File: config.mk
export PLATFORM = sky130hd
export DESIGN_NAME = sip_dot_xnor_acc_flat
export DESIGN_NICKNAME = d
export VERILOG_FILES = /design/src/rtl/sip_dot_xnor_acc_if.sv /design/src/rtl/sip_dot_xnor_acc.sv /design/src/flat_wrapper.sv
export SDC_FILE = /design/constraint.sdc
export NUM_CORES = 1
export LEC_CHECK = 0
export ABC_AREA = 1
export CAP_MARGIN = 0
export CORE_MARGIN = 4
export CORE_UTILIZATION = 45
export CTS_CLUSTER_DIAMETER = 40
export DETAILED_ROUTE_END_ITERATION = 7
export PLACE_DENSITY = 0.8
export SLEW_MARGIN = 30
export SYNTH_ARGS = -nofsm -noshare
export SYNTH_HDL_FRONTEND = slang
export SYNTH_SLANG_ARGS = --single-unit
File: constraint.sdc
create_clock -name i_CLK -period 18.65 [get_ports i_CLK]
set_clock_uncertainty 0.15 [all_clocks]
set_input_delay 2.7975 -clock i_CLK [delete_from_list [all_inputs] [get_ports i_CLK]]
set_output_delay 2.7975 -clock i_CLK [all_outputs]
set_load 0.1 [all_outputs]
File: src/rtl/sip_dot_xnor_acc_if.sv
// Beat input and group-result output handshake bundle for sip_dot_xnor_acc.
// master = upstream buffers / downstream consumer side, slave = the dot stage.
interface sip_dot_xnor_acc_if #(
  parameter int unsigned N_DOT    = 32,
  parameter int unsigned BITS_ACC = 16,
  parameter int unsigned BITS_CNT = 8
);
  logic                i_Valid;
  logic                o_InReady;
  logic [N_DOT-1:0]    i_Act;
  logic [N_DOT-1:0]    i_Weight;
  logic                i_Mode;
  logic                i_Last;
  logic                o_Valid;
  logic                i_Ready;
  logic [BITS_ACC-1:0] o_Result;
  logic [BITS_CNT-1:0] o_Beats;
  logic                o_Sat;

  modport master (
    output i_Valid, i_Act, i_Weight, i_Mode, i_Last, i_Ready,
    input  o_InReady, o_Valid, o_Result, o_Beats, o_Sat
  );

  modport slave (
    input  i_Valid, i_Act, i_Weight, i_Mode, i_Last, i_Ready,
    output o_InReady, o_Valid, o_Result, o_Beats, o_Sat
  );
endinterface

File: src/rtl/sip_dot_xnor_acc.sv
// Pipelined AND / XNOR(+-1) dot product with saturating per-group accumulation.
// Optional macro SIP_DOT_TREE_PIPE_EN registers the lane-pair partial sums (one extra cycle).
module sip_dot_xnor_acc #(
  parameter int unsigned N_DOT    = 32,
  parameter int unsigned BITS_ACC = 16,
  parameter int unsigned BITS_CNT = 8
) (
  input logic              i_CLK,
  input logic              i_RST,
  sip_dot_xnor_acc_if.slave bus
);
  localparam int unsigned BITS_SUM  = $clog2(N_DOT) + 2;
  localparam int unsigned BITS_WIDE = BITS_ACC + 1;
  localparam int unsigned N_PAIR    = N_DOT / 2;
  localparam logic [BITS_ACC-1:0] ACC_MAX = {1'b0, {(BITS_ACC-1){1'b1}}};
  localparam logic [BITS_ACC-1:0] ACC_MIN = {1'b1, {(BITS_ACC-1){1'b0}}};

  logic en;
  logic accept;
  logic out_valid;
  logic signed [BITS_ACC-1:0] out_result;
  logic [BITS_CNT-1:0] out_beats;
  logic out_sat;

  // Single stall domain: every stage advances only when the result register can move.
  assign en            = !out_valid || bus.i_Ready;
  assign accept        = bus.i_Valid && en;
  assign bus.o_InReady = en;
  assign bus.o_Valid   = out_valid;
  assign bus.o_Result  = out_result;
  assign bus.o_Beats   = out_beats;
  assign bus.o_Sat     = out_sat;

  logic signed [1:0] prod [N_DOT];
  logic signed [2:0] pair [N_PAIR];

  // Lane products (AND: 0/1, XNOR: +1/-1) and the first tree level of pair sums.
  always_comb begin
    for (int i = 0; i < N_DOT; i++) begin
      prod[i] = '0;
      if (bus.i_Mode) begin
        prod[i] = (bus.i_Act[i] == bus.i_Weight[i]) ? 2'sb01 : 2'sb11;
      end else begin
        prod[i] = {1'b0, bus.i_Act[i] & bus.i_Weight[i]};
      end
    end
    for (int j = 0; j < N_PAIR; j++) begin
      pair[j] = 3'(prod[2*j]) + 3'(prod[2*j+1]);
    end
  end

  logic signed [2:0] tree_in [N_PAIR];
  logic tree_valid;
  logic tree_last;

`ifdef SIP_DOT_TREE_PIPE_EN
  logic signed [2:0] pair_q [N_PAIR];
  logic p_valid;
  logic p_last;

  // Mid-tree register: holds the N_DOT/2 pair partials of an accepted beat.
  always_ff @(posedge i_CLK) begin
    if (i_RST) begin
      p_valid <= 1'b0;
      p_last  <= 1'b0;
      for (int j = 0; j < N_PAIR; j++) pair_q[j] <= '0;
    end else if (en) begin
      p_valid <= accept;
      if (accept) begin
        pair_q <= pair;
        p_last <= bus.i_Last;
      end
    end
  end

  always_comb begin
    tree_in    = pair_q;
    tree_valid = p_valid;
    tree_last  = p_last;
  end
`else
  always_comb begin
    tree_in    = pair;
    tree_valid = accept;
    tree_last  = bus.i_Last;
  end
`endif

  logic signed [BITS_SUM-1:0] tree_sum;

  always_comb begin
    tree_sum = '0;
    for (int j = 0; j < N_PAIR; j++) begin
      tree_sum = tree_sum + BITS_SUM'(tree_in[j]);
    end
  end

  logic s1_valid;
  logic s1_last;
  logic signed [BITS_SUM-1:0] s1_sum;

  // S1: registered beat sum.
  always_ff @(posedge i_CLK) begin
    if (i_RST) begin
      s1_valid <= 1'b0;
      s1_last  <= 1'b0;
      s1_sum   <= '0;
    end else if (en) begin
      s1_valid <= tree_valid;
      if (tree_valid) begin
        s1_sum  <= tree_sum;
        s1_last <= tree_last;
      end
    end
  end

  logic signed [BITS_ACC-1:0]  acc;
  logic [BITS_CNT-1:0]         cnt;
  logic                        sat;
  logic signed [BITS_WIDE-1:0] acc_wide;
  logic signed [BITS_ACC-1:0]  acc_next;
  logic [BITS_CNT-1:0]         cnt_next;
  logic                        clamp;
  logic                        sat_next;

  // One guard bit is enough because a beat sum always fits in BITS_ACC.
  always_comb begin
    acc_wide = BITS_WIDE'(acc) + BITS_WIDE'(s1_sum);
    clamp    = acc_wide[BITS_ACC] != acc_wide[BITS_ACC-1];
    acc_next = acc_wide[BITS_ACC-1:0];
    if (clamp) acc_next = acc_wide[BITS_ACC] ? ACC_MIN : ACC_MAX;
    cnt_next = (&cnt) ? cnt : cnt + BITS_CNT'(1);
    sat_next = sat || clamp;
  end

  // S2: accumulate; a closing beat loads the result register and restarts the group.
  always_ff @(posedge i_CLK) begin
    if (i_RST) begin
      acc        <= '0;
      cnt        <= '0;
      sat        <= 1'b0;
      out_valid  <= 1'b0;
      out_result <= '0;
      out_beats  <= '0;
      out_sat    <= 1'b0;
    end else if (en) begin
      if (s1_valid && s1_last) begin
        out_valid  <= 1'b1;
        out_result <= acc_next;
        out_beats  <= cnt_next;
        out_sat    <= sat_next;
        acc        <= '0;
        cnt        <= '0;
        sat        <= 1'b0;
      end else begin
        out_valid <= 1'b0;
        if (s1_valid) begin
          acc <= acc_next;
          cnt <= cnt_next;
          sat <= sat_next;
        end
      end
    end
  end
endmodule

File: src/flat_wrapper.sv
// flat-port wrapper written by rule: the top's interface ports become plain ports
module sip_dot_xnor_acc_flat 
#(
  parameter int unsigned N_DOT    = 32,
  parameter int unsigned BITS_ACC = 16,
  parameter int unsigned BITS_CNT = 8
)
  (i_CLK, i_RST, bus_i_Valid, bus_i_Act, bus_i_Weight, bus_i_Mode, bus_i_Last, bus_i_Ready, bus_o_InReady, bus_o_Valid, bus_o_Result, bus_o_Beats, bus_o_Sat);
  sip_dot_xnor_acc_if #(.N_DOT(N_DOT), .BITS_ACC(BITS_ACC), .BITS_CNT(BITS_CNT)) bus_i ();
  input logic i_CLK;
  input logic i_RST;
  input wire logic [$bits(bus_i.i_Valid)-1:0] bus_i_Valid;
  input wire logic [$bits(bus_i.i_Act)-1:0] bus_i_Act;
  input wire logic [$bits(bus_i.i_Weight)-1:0] bus_i_Weight;
  input wire logic [$bits(bus_i.i_Mode)-1:0] bus_i_Mode;
  input wire logic [$bits(bus_i.i_Last)-1:0] bus_i_Last;
  input wire logic [$bits(bus_i.i_Ready)-1:0] bus_i_Ready;
  output wire logic [$bits(bus_i.o_InReady)-1:0] bus_o_InReady;
  output wire logic [$bits(bus_i.o_Valid)-1:0] bus_o_Valid;
  output wire logic [$bits(bus_i.o_Result)-1:0] bus_o_Result;
  output wire logic [$bits(bus_i.o_Beats)-1:0] bus_o_Beats;
  output wire logic [$bits(bus_i.o_Sat)-1:0] bus_o_Sat;
  assign bus_i.i_Valid = bus_i_Valid;
  assign bus_i.i_Act = bus_i_Act;
  assign bus_i.i_Weight = bus_i_Weight;
  assign bus_i.i_Mode = bus_i_Mode;
  assign bus_i.i_Last = bus_i_Last;
  assign bus_i.i_Ready = bus_i_Ready;
  assign bus_o_InReady = bus_i.o_InReady;
  assign bus_o_Valid = bus_i.o_Valid;
  assign bus_o_Result = bus_i.o_Result;
  assign bus_o_Beats = bus_i.o_Beats;
  assign bus_o_Sat = bus_i.o_Sat;
  sip_dot_xnor_acc #(.N_DOT(N_DOT), .BITS_ACC(BITS_ACC), .BITS_CNT(BITS_CNT)) u_core (.i_CLK(i_CLK), .i_RST(i_RST), .bus(bus_i));
endmodule
# Word-level counts from Yosys, hierarchy flattened
# Index checks and enable logic that the tools add are counted.
# Widths: inputs -> output; s select.
[totals] regBits=60 in_bits=70 output_inout_bits=27 word_cells=192
[classes] n_addsub=33 n_eq_ne=33 mux=74 n_bitwise=32 n_reduce_logical=10
[ops] op="$mux 2" n=64
[ops] op="$add 7x3->7" n=13
[ops] op="$mux 16" n=4
[ops] op="$add 2x2->3" n=16
[ops] op="$and 1x1->1" n=32
[ops] op="$eq 1x1->1" n=32
[ops] op="$mux 8" n=3
[ops] op="$add 16x7->17" n=1
[ops] op="$add 8x1->8 const B" n=1
[ops] op="$reduce_and 8->1" n=1
[ops] op="$reduce_and 2->1" n=3
[ops] op="$add 4x3->5" n=1
[ops] op="$add 3x3->4" n=1
[ops] op="$mux 1" n=3
[ops] op="$logic_and 1x1->1" n=2
[ops] op="$logic_or 1x1->1" n=2
[ops] op="$reduce_bool 2->1" n=1
[ops] op="$logic_not 1->1" n=1
[ops] op="$ne 1x1->1" n=1

# Longest topological paths before layout
[logic_depth] ltp_word=19 depth_mapped=32 ltp_nobuf=31

# Worst setup path after synthesis
# No wires, ideal clock.
[synth_timing] path_type="input port to flip-flop" startpoint="input port bus_i_Mode" endpoint="register u_core.s1_sum[6]" setup_ps=70 t_arrival_ps=10472 required_ps=18430 slack_ps=7958 stages=32 path_cell_list="clkbuf_1 -> clkbuf_1 -> nand2_1 -> inv_1 -> fa_1 -> inv_1 -> fa_1 -> inv_1 -> fa_1 -> ha_1 -> fa_1 -> xnor2_1 -> xor2_1 -> fa_1 -> xor2_1 -> ha_1 -> inv_1 -> fa_1 -> fa_1 -> fa_1 -> fa_1 -> fa_1 -> inv_1 -> ha_1 -> nand2_1 -> nor2_1 -> a211oi_1 -> nand3b_1 -> nand2_1 -> nand2_1 -> nand2_1 -> a21oi_1"
[synth_between] elab_chain_cells=17 elab_cells_between_ends=63 classes_between="31 x add/sub; 32 x mux"
[synth_rtl] element="start: declaration" line_no="flat_wrapper.sv:15" rtl="input wire logic [$bits(bus_i.i_Mode)-1:0] bus_i_Mode;"
[synth_rtl] element="$mux 2" line_no="sip_dot_xnor_acc.sv:41" rtl="if (bus.i_Mode) begin"
[synth_rtl] element="$add 2x2->3" line_no="sip_dot_xnor_acc.sv:48" rtl="pair[j] = 3'(prod[2*j]) + 3'(prod[2*j+1]);"
[synth_rtl] element="$add 3x3->4" line_no="sip_dot_xnor_acc.sv:94" rtl="tree_sum = tree_sum + BITS_SUM'(tree_in[j]);"
[synth_rtl] element="$add 4x3->5" line_no="sip_dot_xnor_acc.sv:94"
[synth_rtl] element="$add 7x3->7 (12 in a row)" line_no="sip_dot_xnor_acc.sv:94"
[synth_rtl] element="$add 7x3->7 (*)" line_no="sip_dot_xnor_acc.sv:94"
[synth_rtl] element="end signal: assignment" line_no="sip_dot_xnor_acc.sv:111" rtl="s1_sum <= tree_sum;"
[synth_rtl] element="end: declaration" line_no="sip_dot_xnor_acc.sv:100" rtl="logic signed [BITS_SUM-1:0] s1_sum;"
# Every way passes the cells marked *; elsewhere a longest branch is shown, timed or not.
# A chain may end at the register's enable or synchronous reset.

# Worst setup path in the final report
[layout_timing] startpoint="input port bus_i_Weight[5]" endpoint="register u_core.s1_sum[6]"
[layout_between] elab_chain_cells=18 elab_cells_between_ends=19 classes_between="15 x add/sub; 1 x eq/ne; 2 x mux; 1 x bitwise"
[layout_rtl] element="start: declaration" line_no="flat_wrapper.sv:14" rtl="input wire logic [$bits(bus_i.i_Weight)-1:0] bus_i_Weight;"
[layout_rtl] element="$eq 1x1->1" line_no="sip_dot_xnor_acc.sv:42" rtl="prod[i] = (bus.i_Act[i] == bus.i_Weight[i]) ? 2'sb01 : 2'sb11;"
[layout_rtl] element="$mux 2" line_no="sip_dot_xnor_acc.sv:42"
[layout_rtl] element="$mux 2 (*)" line_no="sip_dot_xnor_acc.sv:41"
[layout_rtl] element="$add 2x2->3 (*)" line_no="sip_dot_xnor_acc.sv:48"
[layout_rtl] element="$add 4x3->5 (*)" line_no="sip_dot_xnor_acc.sv:94"
[layout_rtl] element="$add 7x3->7 (*) (13 in a row)" line_no="sip_dot_xnor_acc.sv:94"
# Marked as above.

==> qor.csv <==
metric,value,unit
outcome,completed,
avgSynthCellArea,7.74,sq um
core_area,0.0145,sq mm
num_vias,5375,
start_util,0.458,
ios,97,
final_nets,1165,
crit_type,in2reg,
cts-htree-levels,3,
dp.cells,1114,
async_reset_ff_frac,0,
grtUsageTotal,0.171,
setup_viol,0,
io_buffers,96,
grt_pass1_wl,23.8,mm
root_buffer,clkbuf_16,
fillCellCount,1326,
period_needed,11120,ps
maxUsedRoutingLayer,met4,
rsz0062_at_grt,no,
cts_buffers,9,
grt-ovfl-total,0,
num_antenna_cells,0,
routedWlPerCell,11.9,um
fmax,89.9,MHz
cts_resized,0,
post_cts_buffers,0,
wl_met2,6.58,mm
period_share,0.596,
yosysWarnings,0,
critPathLaunchType,input pin,
drc,0,
yosys.area.top_type,fa_1,
endpoint_kind,flip-flop,
synth_most_common_cell,nand2_1,
finalInstanceArea,0.00804,sq mm
finalHoldViolCount,0,
ys_seq_area_frac,0.181,
ys.flop_type,dfxtp_1,
ys_types,35,
drt-pass1-iter-count,5,
instances_no_fill,1131,
clock_latency,330,ps
post_dp_cell_area,0.00773,sq mm
slowest_stage,fa_1,
antenna_left,0,
viasPerCell,4.75,
synth_top_area_share,0.247,
slew_violations,0,
drive_gt1_frac,0.0739,
routabilityCongestion,0.914,
die_area,0.0167,sq mm
drt_first_iter_violations,231,
drv_cap,0,
drt-total-wl,13.5,mm
grt_max_degree,65,
cp.required,18760,ps
die_w,129,um
tightest_slew,981,ps
antenna_found_initial,0,
clk_path_buf_depth,2,
clkSinkCount,60,
synthTopCellsByCount,"nand2_1 (199), inv_1 (160), fa_1 (82)",
dp_hpwl,11.0,mm
cpPeakStageDelay,600,ps
relSlewSlack,0.344,
cts.clk_slew.worst_paths,60,ps
tritoncts,built,
rows,44,
critPathMostFrequentCell,fa_1,
critPathMaxFanout,4,
grt_pass1_vias,5458,
met1_length,6.03,mm
met3_length,791,um
arrival,11230,ps
ys_ff_latch,60,
min_path_type,reg2reg,
synthesis.instances,857,
holdWs,315,ps
fp.dieH,129,um
netlist_area,0.00663,sq mm
ys_top_cells_by_area,"fa_1 (25%), dfxtp_1 (18%), ha_1 (13%)",
hold_buffers,0,
syn-num-nets,1080,
area_delta_synth_final,21.1,%
fin_setup_tns,0,ps
reg2reg_slack,15880,ps
synth_edf_count,0,
worst paths after layout:
kind,start,endpoint,cells after the start
worst max-delay path,bus_i_Weight[5],u_core.s1_sum[6],32
worst min-delay path,u_core.s1_valid,u_core.s1_valid,2
worst max register to register,u_core.s1_sum[6],u_core.bus.o_Result[5],11
worst min register to register,u_core.s1_valid,u_core.s1_valid,2
registers in the layout (all words and copies together), names as in the netlist:
signal,cells
u_core.bus.o_Result,16
u_core.cnt,8
u_core.sat,1
u_core.s1_last,1
u_core.s1_sum,7
u_core.bus.o_Sat,1
u_core.s1_valid,1
u_core.bus.o_Valid,1
u_core.acc,16
u_core.bus.o_Beats,8
critical path, delay by kind of cell:
kind,cells,cell delay (ps)
simple gates,7,530
compound gates,2,370
fa+ha+maj,14,6230
buf+inv,6,730
xor+xnor,3,550
layer usage:
| layer | vias to the layer above | GRT usage |
|---|---|---|
| li1 | 2777 | - |
| met1 | 2458 | 0.216 |
| met2 | 133 | 0.303 |
| met3 | 7 | 0.0363 |
| met4 | 0 | 0.0330 |
| met5 | - | 0 |
layout make-up:
type	instances	area, sq um	area share
multi-input cells	608	4710	0.586
well taps	184	230	0.0286
clock inverters	6	65.1	0.00810
inverters	165	619	0.0771
repair buffers	98	978	0.122
flip-flops and latches	60	1200	0.149
clock buffers	10	229	0.0285
per-stage QoR:
| step | worst slack (ps) | utilization |
|---|---|---|
| after floorplan | 7960 | - |
| after global placement | 7460 | 0.534 |
| after detailed placement | 7190 | 0.534 |
| after CTS | 7520 | 0.554 |
| after global routing | 7100 | 0.555 |
| final | 7530 | 0.555 |
cells in the final DEF, fill, tap and decap left out, types with 2 or more instances in the layout:
cell type / n
a211oi_1: 2
a21oi_1: 39
a21oi_2: 6
a31oi_1: 3
clkbuf_16: 9
clkdlybuf4s50_1: 95
clkinv_2: 2
clkinv_4: 2
dfxtp_1: 60
fa_1: 82
ha_1: 71
inv_1: 160
inv_2: 5
nand2_1: 199
nand2_2: 9
nand2_4: 3
nand3_1: 19
nand3_2: 2
nand3b_1: 3
nand4_1: 3
nor2_1: 74
nor3_1: 2
o21ai_0: 23
o21ai_1: 9
o21ai_2: 2
o21bai_1: 2
or2_2: 22
xnor2_1: 10
xor2_1: 17
cells by family (layout without fill, tap and decap cells):
family	count (synthesis)	in the layout	share of synthesized area
buffers and inverters	189	279	0.110
AOI/OAI and AO/OA	87	87	0.0728
and+or+nand+nor	341	341	0.219
adders and majority gates	153	153	0.381
DFF	60	60	0.181
xor gates and xnor gates	27	27	0.0356
Power is left out: the tool's default activity adds up to more than one toggle a clock period on the data nets, which glitch-free logic cannot reach.
